===== config.mk =====
export PLATFORM = sky130hd
export DESIGN_NAME = pwm_capture
export DESIGN_NICKNAME = d
export VERILOG_FILES = /design/src/rtl/pwm_capture.sv
export SDC_FILE = /design/constraint.sdc
export NUM_CORES = 1
export LEC_CHECK = 0
export ABC_AREA = 1
export BUFFER_PORTS_ARGS = -buffer_cell sky130_fd_sc_hd__clkbuf_2
export CORE_MARGIN = 5
export CORE_UTILIZATION = 54
export CTS_CLUSTER_SIZE = 14
export DETAILED_ROUTE_END_ITERATION = 7
export GPL_TIMING_DRIVEN = 1
export HOLD_SLACK_MARGIN = 0.05
export PLACE_DENSITY = 0.79
export SYNTH_ARGS = -nofsm -noshare
export SYNTH_HDL_FRONTEND = slang
export SYNTH_SLANG_ARGS = --single-unit

===== constraint.sdc =====
create_clock -name CLOCK_50 -period 1.8 [get_ports CLOCK_50]
set_input_delay 0.54 -clock CLOCK_50 [delete_from_list [all_inputs] [get_ports CLOCK_50]]
set_output_delay 0.54 -clock CLOCK_50 [all_outputs]
set_load 0.01 [all_outputs]

===== src/rtl/pwm_capture.sv =====
// pwm_capture: measures an asynchronous PWM input and recovers a 10-bit
// command (high ticks minus Offset, clamped to 0..1023) and the rise-to-rise
// period in ticks. A tick is Prescale CLOCK_50 cycles.
// Optional glitch filter: define PWM_CAPTURE_GLITCH_FILTER_EN.
// Output protocol: Valid is a one-cycle strobe with no back-pressure; Duty,
// Period and Timeout are valid in the cycle Valid is high and hold until the
// next strobe. fsm_state exposes the measurement state for observation.
module pwm_capture #(
  parameter int Prescale     = 128,
  parameter int Offset       = 250,
  parameter int TimeoutTicks = 2048,
  parameter int FilterLen    = 4
) (
  input  logic        CLOCK_50,
  input  logic        RESET,
  input  logic        PWMin,
  output logic [9:0]  Duty,
  output logic [15:0] Period,
  output logic        Valid,
  output logic        Timeout,
  output logic [1:0]  fsm_state
);

  localparam logic [1:0] IDLE = 2'd0;
  localparam logic [1:0] HIGH = 2'd1;
  localparam logic [1:0] LOW  = 2'd2;

  localparam int PW = (Prescale > 1) ? $clog2(Prescale) : 1;

  logic        s1;
  logic        s;
  logic        lvl;
  logic        prev;
  logic        rise;
  logic        fall;
  logic [PW-1:0] psc;
  logic        tick;
  logic [15:0] hcnt;
  logic [15:0] pcnt;
  logic [15:0] hcap;
  logic [1:0]  state;
  logic        timeout_hit;
  logic [16:0] diff;
  logic [9:0]  duty_next;

  // Two-flop synchronizer for the asynchronous input
  always_ff @(posedge CLOCK_50) begin
    if (RESET) begin
      s1 <= 1'b0;
      s  <= 1'b0;
    end else begin
      s1 <= PWMin;
      s  <= s1;
    end
  end

`ifdef PWM_CAPTURE_GLITCH_FILTER_EN
  localparam int FW = $clog2(FilterLen + 1);
  logic          filt;
  logic [FW-1:0] fcnt;

  // Filtered level follows s only after FilterLen consecutive differing samples
  always_ff @(posedge CLOCK_50) begin
    if (RESET) begin
      filt <= 1'b0;
      fcnt <= '0;
    end else if (s == filt) begin
      fcnt <= '0;
    end else if (fcnt == FW'(FilterLen - 1)) begin
      filt <= s;
      fcnt <= '0;
    end else begin
      fcnt <= fcnt + 1'b1;
    end
  end

  assign lvl = filt;
`else
  assign lvl = s;
`endif

  // One-cycle delayed copy of the level for edge detection
  always_ff @(posedge CLOCK_50) begin
    if (RESET) prev <= 1'b0;
    else       prev <= lvl;
  end

  assign rise = lvl & ~prev;
  assign fall = ~lvl & prev;

  // Tick fires while the prescaler sits at its last count
  assign tick = (psc == PW'(Prescale - 1));

  // Prescaler, re-phased on every rising edge so ticks align to the pulse
  always_ff @(posedge CLOCK_50) begin
    if (RESET || rise) psc <= '0;
    else if (tick)     psc <= '0;
    else               psc <= psc + 1'b1;
  end

  // Saturating high-time and period tick counters, restarted on rise
  always_ff @(posedge CLOCK_50) begin
    if (RESET || rise) begin
      hcnt <= '0;
      pcnt <= '0;
    end else if (tick) begin
      if (pcnt != 16'hFFFF) pcnt <= pcnt + 16'd1;
      if ((state == HIGH) && (hcnt != 16'hFFFF)) hcnt <= hcnt + 16'd1;
    end
  end

  // The period counter is about to reach the limit on this tick
  assign timeout_hit = tick && (pcnt == 16'(TimeoutTicks - 1)) && (state != IDLE);

  // Duty = hcap - Offset, evaluated as a signed 17-bit value then clamped
  assign diff = {1'b0, hcap} - 17'(Offset);

  // Clamp the subtraction into the 10-bit command range
  always_comb begin
    duty_next = 10'd0;
    if (diff[16])               duty_next = 10'd0;
    else if (diff[15:10] != '0) duty_next = 10'd1023;
    else                        duty_next = diff[9:0];
  end

  // Measurement FSM and registered outputs; rise in LOW beats a timeout tick
  always_ff @(posedge CLOCK_50) begin
    if (RESET) begin
      state   <= IDLE;
      hcap    <= '0;
      Duty    <= '0;
      Period  <= '0;
      Valid   <= 1'b0;
      Timeout <= 1'b0;
    end else begin
      Valid <= 1'b0;
      if ((state == LOW) && rise) begin
        Duty    <= duty_next;
        Period  <= pcnt;
        Valid   <= 1'b1;
        Timeout <= 1'b0;
        state   <= HIGH;
      end else if (timeout_hit) begin
        Duty    <= lvl ? 10'd1023 : 10'd0;
        Period  <= '0;
        Valid   <= 1'b1;
        Timeout <= 1'b1;
        state   <= IDLE;
      end else begin
        case (state)
          IDLE: if (rise) state <= HIGH;
          HIGH: begin
            if (fall) begin
              hcap  <= hcnt;
              state <= LOW;
            end
          end
          LOW:     state <= LOW;
          default: state <= IDLE;
        endcase
      end
    end
  end

  assign fsm_state = state;

endmodule


## Yosys cells after proc, flatten, opt, wreduce, memory -nomap -nowiden

Index checks and enable logic that the tools add are counted.

| word-level totals | value |
|---|---|
| register bits after elaboration | 88 |
| bits in latches | 0 |
| RAM bits | 0 |
| bits in read-only memories | 0 |
| input bits | 3 |
| output and inout bits | 30 |
| word-level logic and storage cells | 64 |
| memories | 0 |

| cells by class | value |
|---|---|
| add/sub/neg operators | 4 |
| multipliers | 0 |
| divide/modulo/power cells | 0 |
| magnitude comparators | 0 |
| eq/ne operators | 10 |
| shifts and indexed selects | 0 |
| mux-type cells | 14 |
| bitwise logic cells | 6 |
| reductions and logical operators | 17 |

Operators by type and width:

| operator | number |
|---|---|
| 2-to-1 mux 10 bit | 5 |
| adder 16 x 1 -> 16 bit (second input constant) | 2 |
| 2-to-1 mux 16 bit | 2 |
| != test 16 bit (second input constant) | 2 |
| subtractor 16 x 8 -> 17 bit (second input constant) | 1 |
| == test 16 x 11 -> 1 bit (second input constant) | 1 |
| AND reduction 2 bit | 4 |
| adder 7 x 1 -> 7 bit (second input constant) | 1 |
| == test 7 bit (second input constant) | 1 |
| one-hot mux 2 bit (3 select lines) | 1 |
| nonzero test 6 bit | 1 |
| logical AND 1 bit | 4 |
| 2-to-1 mux 1 bit | 4 |
| 2-to-1 mux 2 bit | 2 |
| != test 2 bit (second input constant) | 2 |
| != test 4 x 3 -> 1 bit (second input constant) | 1 |
| != test 4 bit (second input constant) | 1 |
| NOT 1 bit | 4 |
| AND reduction 4 bit | 1 |
| nonzero test 2 bit | 2 |
| OR reduction 2 bit | 2 |
| OR reduction 3 bit | 1 |
| AND 1 bit | 2 |
| == test 2 x 1 -> 1 bit (second input constant) | 1 |
| other kinds (3) | 3 |

## Depth between registers and ports, before layout

| depth | value |
|---|---|
| word-level depth | 6 |
| gate-level depth with buffers | 11 |
| mapped depth without buffers | 10 |

## Worst setup path before layout

Ideal clock, no wire load.

| timing path | value |
|---|---|
| path type | reg2reg |
| start point | register pcnt[0] |
| end point | register hcap[7] |
| library setup time | 0.113 ns |
| data arrival time | 1.586 ns |
| required time | 1.687 ns |
| setup slack | 0.101 ns |
| cell stages (with the launch flop) | 10 |
| buffers on the path | 1 |
| clock period less this slack | 1.699 ns |
| cells stage by stage | dfxtp_1 > ha_1 > nand3_1 > nor3_4 > nand3_4 > nand3_2 > buf_4 > nand2_1 > nand2_1 > nor2_1 |

| between the ends | value |
|---|---|
| longest elaborated chain between the ends | 5 |

Ends and longest elaborated chain:

| what | RTL line | text |
|---|---|---|
| start, declared | 39 | `logic [15:0] pcnt;` |
| start signal, assigned | 107 | `if (pcnt != 16'hFFFF) pcnt <= pcnt + 16'd1;` |
| == test 16 x 11 -> 1 bit | 113 | `assign timeout_hit = tick && (pcnt == 16'(TimeoutTicks - 1)) && (state != IDLE);` |
| logical AND 1 bit (2 in series) | 113 |  |
| NOT 1 bit (no line) | - |  |
| AND reduction 4 bit (no line) | - |  |
| end signal, assigned | 154 | `hcap <= hcnt;` |
| end, declared | 40 | `logic [15:0] hcap;` |

Every way passes these cells.
A chain may end at the register's enable or synchronous reset.

## Worst setup path in the final report

| timing path | value |
|---|---|
| start point | register state[0] (netlist: fsm_state[0]) |
| end point | register hcap[3] |

| between the ends | value |
|---|---|
| longest elaborated chain between the ends | 4 |
| elaborated cells on any way between the ends | 8 |
| those cells by class | eq/ne (2); bitwise (2); reduce/logical (4) |

Ends and longest elaborated chain:

| what | RTL line | text |
|---|---|---|
| start, declared | 41 | `logic [1:0] state;` |
| start signal, assigned | 129 | `state <= IDLE;` |
| start signal, assigned | 142 | `state <= HIGH;` |
| start signal, assigned | 148 | `state <= IDLE;` |
| == test 2 bit or nonzero test 2 bit (tied branches) | 137, 113 |  |
| logical AND 1 bit (on tied branches) | 137, 113 |  |
| NOT 1 bit (no line) | - |  |
| AND reduction 4 bit (no line) (*) | - |  |

Every way passes the cells marked *; elsewhere a longest branch is shown, timed or not.

==> run_results.csv <==
group,metric,value,unit
yosys,synth-seq-cells,88,
cells_and_area,n_antenna_cell,0,
setup_path,critPathMaxFanout,16,
cells_and_area,final_common_cell,"nand2_1",
timing,worst_pin_slew,0.466,ns
route,vias_per_cell,5.08,
cts,postCtsHoldBufs,0,
cells_and_area,multiInputGateArea,2280,µm²
cells_and_area,fillerInstances,700,
setup_path,timing.rr.start,"fsm_state[0]$_SDFFE_PP0P_",
die,pin_count,33,
die,die_y,99.2,µm
yosys,seq_area_frac_synth,41.0,%
grt,grt_overflow,0,
cells_and_area,final_cell_mix,"191 x nand2_1, 90 x nor2_1, 84 x dfxtp_1",
yosys,syn_area,4300,µm²
route,drc,0,
power_and_ir_drop,powerDensity,762,nW/µm²
placement,port-buffer-count,32,
run_status,status,"finished, final reports clean",
route,drt_pass1_iterations,4,
setup_path,critPathKind,"flop to flop",
die,initial_core_util,55.6,%
timing,max-slew-margin-rel,68.9,%
timing,period_share,94.6,%
die,dieWidth,99.2,µm
placement,gp_congestion,0.910,
cells_and_area,nets,687,
die,die_area,9850,µm²
timing,final_hold_viol_count,0,
setup_path,worst_setup_path_start_kind,"flop",
power_and_ir_drop,ir_drop,0.394,mV
hold_path,min_to,"s1$_SDFF_PP0_",
cells_and_area,syn_to_final_growth,16.9,%
route,via_count,3976,
job,cap_violations,0,
die,core-area,7730,µm²
cts,cts_tree,"done",
cts,clk_latency,0.36,ns
yosys,synthesis.nets,631,
placement,dp_slack,-0.0450,ns
timing,fmax,587,MHz
cts,cts.sinks,88,
placement,dpl.hpwl,6.67,mm
cts,cts_buffer_depth,2,
yosys,yosys_warnings,0,
setup_path,reg2reg_slack,0.1,ns
route,wl_per_cell,12.1,µm
timing,fin_skew,0.0105,ns
setup_path,r2r_cells,11,
grt,grt_first_pass_wirelength,16.6,mm
route,antenna_left,0,
yosys,netlist_instances,620,
cts,htree_levels,3,
die,fp-row-count,32,
timing,fin_ws,0.0966,ns
power_and_ir_drop,power_leakage,2.10,nW
yosys,postSynthAreaPerCell,6.93,µm²
hold_path,hold_path_depth,3,
cts,root_buffer,"clkbuf_8",
grt,grt_antenna_before_repair,0,
grt,grt_max_degree,33,
grt,grt_pass1_vias,3759,
route,detail_route.iter0.violations,210,
setup_path,r2r-end,"hcap[3]$_SDFFE_PP0P_",
yosys,ys_types,30,
timing,final.min_clock_period,1.70,ns
setup_path,end_kind,"flop",
grt,grt_util_all_layers,19.9,%
setup_path,required,2.06,ns
cts,clkSlewWorstSetupHoldPaths,0.09,ns
timing,setup_viol,0,
route,wl,9.47,mm
cells_and_area,fin_util,65.0,%
setup_path,arrival,1.96,ns
hold_path,hold_path.class,"primary input to flop",
cts,cts_buffers,9,
timing,drv_slew,0,
cells_and_area,drive_above_1_share,15.4,%
cells_and_area,seq_area,1770,µm²
hold_path,hp-start,"PWMin",
-- cell families after synthesis --
group	synth area share [%]
flops	41.0
buf+inv	7.36
simple gates	33.3
xor+xnor	5.50
fa+ha+maj	2.33
compound gates	10.5
-- cell usage after synthesis --
library cell	number	share of area [%]
inv_1	49	4.3
nand4_1	5	0.73
buf_1	1	0.087
o21bai_1	10	1.7
or2_2	2	0.29
nand2_1	191	17
inv_2	4	0.35
nand3_4	1	0.41
xor2_1	19	3.9
nand3_2	2	0.47
nor3_2	1	0.23
nand3_1	36	4.2
nor3_1	7	0.81
o211ai_1	1	0.17
nor2_1	92	8.0
dfxtp_1	88	41
ha_1	8	2.3
nor3b_1	3	0.52
clkbuf_1	5	0.44
nor2_2	1	0.15
buf_4	3	0.52
buf_6	6	1.6
o21ai_2	2	0.41
nor3_4	1	0.38
buf_2	1	0.12
a21oi_1	60	7.0
xnor2_1	8	1.6
o21ai_0	9	1.0
nand2_2	3	0.44
a31oi_1	1	0.15
-- cell type report --
| cell class | count | share of cell area (%) |
|---|---|---|
| multi-input cells | 463 | 45.4 |
| clock inverters | 6 | 1.34 |
| flip-flops and latches | 88 | 35.2 |
| repair buffers | 61 | 8.79 |
| well taps | 102 | 2.54 |
| inverters | 53 | 4.01 |
| clock buffers | 10 | 2.74 |
-- per-stage QoR --
stage | total power [mW] | cell area, µm² | hold slack, ns | cells | TNS, ns
2_1_floorplan | 2.33 | 4300 | 0.388 | 620 | 0
3_3_place_gp | 2.42 | 4650 | 0.394 | 761 | 0
3_5_place_dp | 2.43 | 4650 | 0.397 | 761 | -0.378
4_1_cts | 3.83 | 4890 | 0.351 | 778 | 0
5_1_grt | 4.02 | 5030 | 0.378 | 783 | -0.0952
6_report | 3.83 | 5030 | 0.368 | 783 | 0
-- layer usage --
layer	GRT usage, %	vias to the layer above	routed length (µm)
met5	0	-	0
met4	8.51	0	154
met3	3.16	16	383
met2	32.6	98	4450
met1	26.0	1788	4480
li1	-	2074	-
-- repair_timing --
item / in CTS / in global routing
pin swaps: 1 / 3
setup endpoints to repair: 31 / 71
cloned: 0 / 2
buffers inserted: 1 / 3
gates resized for setup: 3 / 17
-- critical path, cell delays in order, from the launching register on --
cell	delay (ns)
dfxtp_2	0.35
inv_1	0.09
ha_2	0.20
nor2_1	0.10
nand3_1	0.09
nor2_2	0.15
nand3_4	0.15
nand3_4	0.14
clkbuf_16	0.19
nand2_1	0.05
nand2_1	0.05
nor2_1	0.04
-- sequential cells by signal, indices dropped and copies added, names as in the netlist --
name       cells
hcnt          16
fsm_state      2
psc            7
s1             1
lvl            1
Duty          10
Timeout        1
Period        16
pcnt          16
Valid          1
prev           1
hcap          16
-- worst max path at each step --
stage | startpoint | end
after floorplan | pcnt[0]$_SDFFE_PP0P_ | hcap[7]$_SDFFE_PP0P_
after global placement | pcnt[0]$_SDFFE_PP0P_ | Duty[0]$_SDFFE_PP0N_
after detailed placement | pcnt[0]$_SDFFE_PP0P_ | Duty[1]$_SDFFE_PP0N_
after CTS | pcnt[0]$_SDFFE_PP0P_ | hcap[2]$_SDFFE_PP0P_
after global routing | fsm_state[0]$_SDFFE_PP0P_ | hcap[5]$_SDFFE_PP0P_
final | fsm_state[0]$_SDFFE_PP0P_ | hcap[3]$_SDFFE_PP0P_
-- report_power, final --
part           switching, mW  internal, mW  total, mW
logic                  0.241         0.156      0.397
registers             0.0353          2.00       2.03
clock network          0.716         0.684       1.40
(Power assumes the default switching activity.)
